File: config.mk
export PLATFORM = sky130hd
export DESIGN_NAME = timer_prog
export DESIGN_NICKNAME = d
export VERILOG_FILES = /design/src/rtl/timer_prog.sv
export SDC_FILE = /design/constraint.sdc
export NUM_CORES = 1
export LEC_CHECK = 0
export CAP_MARGIN = 10
export CORE_MARGIN = 4
export CORE_UTILIZATION = 59
export DETAILED_ROUTE_END_ITERATION = 8
export PLACE_DENSITY = 0.9
export SETUP_SLACK_MARGIN = 0.05
export SYNTH_ARGS = -nofsm -noshare
export SYNTH_HDL_FRONTEND = slang
export SYNTH_SLANG_ARGS = --single-unit
File: constraint.sdc
create_clock -name clk -period 5.7 [get_ports clk]
set_clock_uncertainty 0.15 [all_clocks]
set_input_delay 1.14 -clock clk [delete_from_list [all_inputs] [get_ports clk]]
set_output_delay 1.14 -clock clk [all_outputs]
set_load 0.005 [all_outputs]
File: src/rtl/timer_prog.sv
// Programmable interval timer: prescaler, shadow-loaded period, one-shot/periodic.
// Define TIMER_MISS_EN to add the sticky `miss` overrun flag.
module timer_prog #(
  parameter int WIDTH   = 16,
  parameter int PRESC_W = 8
) (
  input  logic               clk,
  input  logic               reset,
  input  logic               start,
  input  logic               stop,
  input  logic               en,
  input  logic               mode,
  input  logic               load,
  input  logic [WIDTH-1:0]   period_in,
  input  logic [PRESC_W-1:0] presc_in,
  input  logic               ack,
  output logic               pulse,
  output logic               irq,
  output logic               running,
  output logic [WIDTH-1:0]   count
`ifdef TIMER_MISS_EN
  ,
  output logic               miss
`endif
);

  typedef enum logic [1:0] {
    IDLE,
    RUN,
    DONE
  } state_t;

  localparam logic [WIDTH-1:0]   C1 = 1;
  localparam logic [PRESC_W-1:0] P1 = 1;

  state_t             state;
  logic [WIDTH-1:0]   per;
  logic [WIDTH-1:0]   sh_per;
  logic [PRESC_W-1:0] presc;
  logic [PRESC_W-1:0] sh_presc;
  logic [PRESC_W-1:0] pcnt;
  logic               pend;
  logic               one_shot;
  logic               go;
  logic               tick;
  logic               expiry;

  // stop beats start; start/stop cycles never count
  always_comb begin
    go     = start && !stop;
    tick   = !stop && !start && (state == RUN) && en && (pcnt == presc);
    expiry = tick && (count >= per);
  end

  always_ff @(posedge clk) begin
    if (reset) begin
      state    <= IDLE;
      pulse    <= 1'b0;
      irq      <= 1'b0;
      running  <= 1'b0;
      count    <= '0;
      pcnt     <= '0;
      per      <= '0;
      sh_per   <= '0;
      presc    <= '0;
      sh_presc <= '0;
      pend     <= 1'b0;
      one_shot <= 1'b0;
    end else begin
      pulse <= expiry;
      if (load) begin
        sh_per   <= period_in;
        sh_presc <= presc_in;
      end
      if (stop) begin
        state   <= IDLE;
        running <= 1'b0;
        count   <= '0;
        pcnt    <= '0;
      end else if (go) begin
        state    <= RUN;
        running  <= 1'b1;
        count    <= '0;
        pcnt     <= '0;
        one_shot <= mode;
      end else if (state == RUN && en) begin
        pcnt <= tick ? '0 : pcnt + P1;
        if (expiry) begin
          count <= '0;
          if (one_shot) begin
            state   <= DONE;
            running <= 1'b0;
          end
        end else if (tick) begin
          count <= count + C1;
        end
      end
      // a pending load only takes effect on an interval boundary
      if (go || expiry) begin
        pend  <= 1'b0;
        per   <= load ? period_in : (pend ? sh_per : per);
        presc <= load ? presc_in : (pend ? sh_presc : presc);
      end else if (load) begin
        if (state == RUN) begin
          pend <= 1'b1;
        end else begin
          per   <= period_in;
          presc <= presc_in;
        end
      end
      if (expiry) begin
        irq <= 1'b1;
      end else if (ack) begin
        irq <= 1'b0;
      end
    end
  end

`ifdef TIMER_MISS_EN
  always_ff @(posedge clk) begin
    if (reset) begin
      miss <= 1'b0;
    end else if (ack) begin
      miss <= 1'b0;
    end else if (expiry && irq) begin
      miss <= 1'b1;
    end
  end
`endif

endmodule

==> metrics.cfg <==
[sta]
rsz0062_at_grt=no
layout_min_cycle_time_ns=4.172
setup_viol=0
fin_crit_sh=0.7320
slew_violations=0
hold_violations=0
worst_pin_slew_ns=1.049
slew_headroom=0.3006
fmax_ghz=0.2397
fin_ws_ns=1.528
final.setup.tns_ns=0
hold-worst-slack_ns=0.3193

[layout]
layout.nets=506
syn2layout_area_growth_pct=16.78
fillers=458
antenna_cells=0
finalNonFillerCells=536
final_layout_size_suffix_gt1_frac=0.1068

[placement]
pre_cts_slack_ns=1.271
place.gp.congestion=0.9146
io_buffers=50
dpl.cell_count=522
post-dp-hpwl_um=5717

[routing]
first_pass_iters=5
vias=3014
wl_per_cell_um=15.00
via_per_inst=5.623
final_antenna_net_count=0
totalWireLength_um=8042
drtIter0Drc=99
drc_errors=0

[die]
start_util=0.6119
ios=51
core_region_area_um2=6386
die_area_um2=7989
dieWidth_um=89.38
rows=29
die_h_um=89.38

[min_path]
worstHoldStart=state[1]$_SDFFE_PP0P_
hp-class=flip-flop to flip-flop

[clock_network]
clk_path_buf_depth=2
cts_setup_buffers=0
numCtsBuffers=9
htree_levels=3
cts_root_buf=clkbuf_8
clk_pin_slew_worst_paths_ns=0.07
ctsResizeCount=0
clk-insertion-delay-late_ns=0.35
clock-sinks=78
cts_tree=done
cts_hold_buf=0

[run_status]
outcome=finished, final reports clean

[pwr]
swShare=0.2647
power_frac_comb=0.136
power_frac_seq=0.536
power.switching_uw=289.7
p_leak_uw=0.001872
p_int_uw=804.6
ir_drop_mv=0.2064
power.total_uw=1094
power_density_nw_per_um2=239.8
clock_power_share=0.328

[setup_path]
crit_start=en
path_max_fanout=25
worstReg2RegStart=state[0]$_SDFFE_PP0P_
rrSetupSlack_ns=2.37
worstSetupPathType=primary input to flip-flop
critical_path_arrival_ns=4.22
startpoint_type=primary input
required_ns=5.75
endpoint_kind=flip-flop

[synth]
synth_seq_cells=78
postSynthAreaPerCell_um2=9.461
yosys_warnings=0
synth_area_leader_cell=dfxtp_1
synth_nets=463
netlist_area_um2=3907
yosys.cell_types.count=37
netlist.area_leader.share=0.3996
synthCells=413
synth_area_leaders=dfxtp_1, mux2i_1, a211oi_2
yosysSeqAreaShare=0.3996

[global_routing]
grt_pass1_wl_um=13460
track_usage=0.2175
grt_max_degree=55
grt_pass1_vias=2986
overflow=0
antenna_found_initial=0

[job]
maxCapViolations=0

[sequential cells by signal, summed over array words and instances, names as in the netlist]
register	flops
sh_presc	8
one_shot	1
count	16
pend	1
presc	8
per	16
pcnt	8
state	2
pulse	1
irq	1
sh_per	16
[layer usage]
metal,vias to the layer above,track usage,share of wire
li1,1506,-,-
met1,1405,0.2688,0.45
met2,85,0.3624,0.48
met3,18,0.05714,0.050
met4,0,0.08390,0.021
met5,-,0,0
[final cells by class]
cell class | count | area, um2 | share of cell area
Clock buffer | 10 | 137.6 | 0.03016
Timing Repair Buffer | 54 | 525.5 | 0.1152
Clock inverter | 4 | 25.02 | 0.005484
Tap cell | 77 | 96.34 | 0.02111
Inverter | 23 | 86.33 | 0.01892
Multi-Input combinational cell | 290 | 2131 | 0.4670
Sequential cell | 78 | 1562 | 0.3422
[worst max-delay path: stages]
cell and delay (ns):
clkdlybuf4s50_1 0.45, and3b_1 0.34, nand4_2 0.17, nor3_4 0.57, o211a_2 0.63, or2_1 0.43
buf_4 0.35, a211oi_2 0.12
[metrics by stage]
| stage | area [um2] | utilization |
|---|---|---|
| after floorplan | 3908 | - |
| after global placement | 4400 | 0.6891 |
| after detailed placement | 4400 | 0.6891 |
| after CTS | 4563 | 0.7145 |
| after global routing | 4563 | 0.7145 |
| final | 4563 | 0.7145 |
[Yosys cell counts, drive strengths merged]
cell type and instances:
dfxtp 78, nor2 60, mux2i 48, nor3 33
a211oi 27, inv 23, xnor2 22, nand2 20
ha 18, buf 12, a21oi 11, clkbuf 10
nand4 9, xor2 8, o21ai 7, nand3 6
and3 4, nand2b 4, nor2b 4, or2 2
a31oi 1, and3b 1, and4 1, nand3b 1
o211a 1, o22ai 1, or3 1
[layout by cell type (no fill, tap or decap), types with 5 or more instances in the layout]
master / synthesis / layout
a21oi_1: 11 / 11
a211oi_1: 5 / 5
nand2_1: 20 / 20
xor2_1: 8 / 8
mux2i_1: 48 / 48
nand3_1: 6 / 6
nor3_1: 32 / 32
ha_1: 18 / 18
nor2_1: 60 / 60
xnor2_1: 22 / 22
a211oi_2: 22 / 22
dfxtp_1: 78 / 78
inv_1: 23 / 23
clkbuf_8: 0 / 10
clkdlybuf4s50_1: 0 / 49
nand4_1: 6 / 6
[cells by family (layout without fill, tap and decap cells)]
logic type | count (synthesis) | after routing | synth area share
multiplexers | 48 | 48 | 0.1230
buffers and inverters | 45 | 91 | 0.05508
AND/OR/NAND/NOR | 146 | 146 | 0.1838
adder cells (fa/ha/maj) | 18 | 18 | 0.05764
XOR/XNOR | 30 | 30 | 0.06724
AO/OA/AOI/OAI | 48 | 48 | 0.1137
flip-flops | 78 | 78 | 0.3996
[power groups by stage]
stage,sequential (uW),clock [uW],combinational (uW)
detailed placement,599,0,147
global route,589,385,164
CTS,586,362,150
global placement,597,0,141
floorplan,594,0,106
finish,587,359,149
[worst paths after layout]
kind	cells past startpoint	to
worst max-delay path	8	per[7]$_SDFFE_PP0P_
worst min-delay path	2	state[1]$_SDFFE_PP0P_
worst max register to register	7	per[7]$_SDFFE_PP0P_
worst min register to register	2	state[1]$_SDFFE_PP0P_
(Power assumes the default switching activity.)
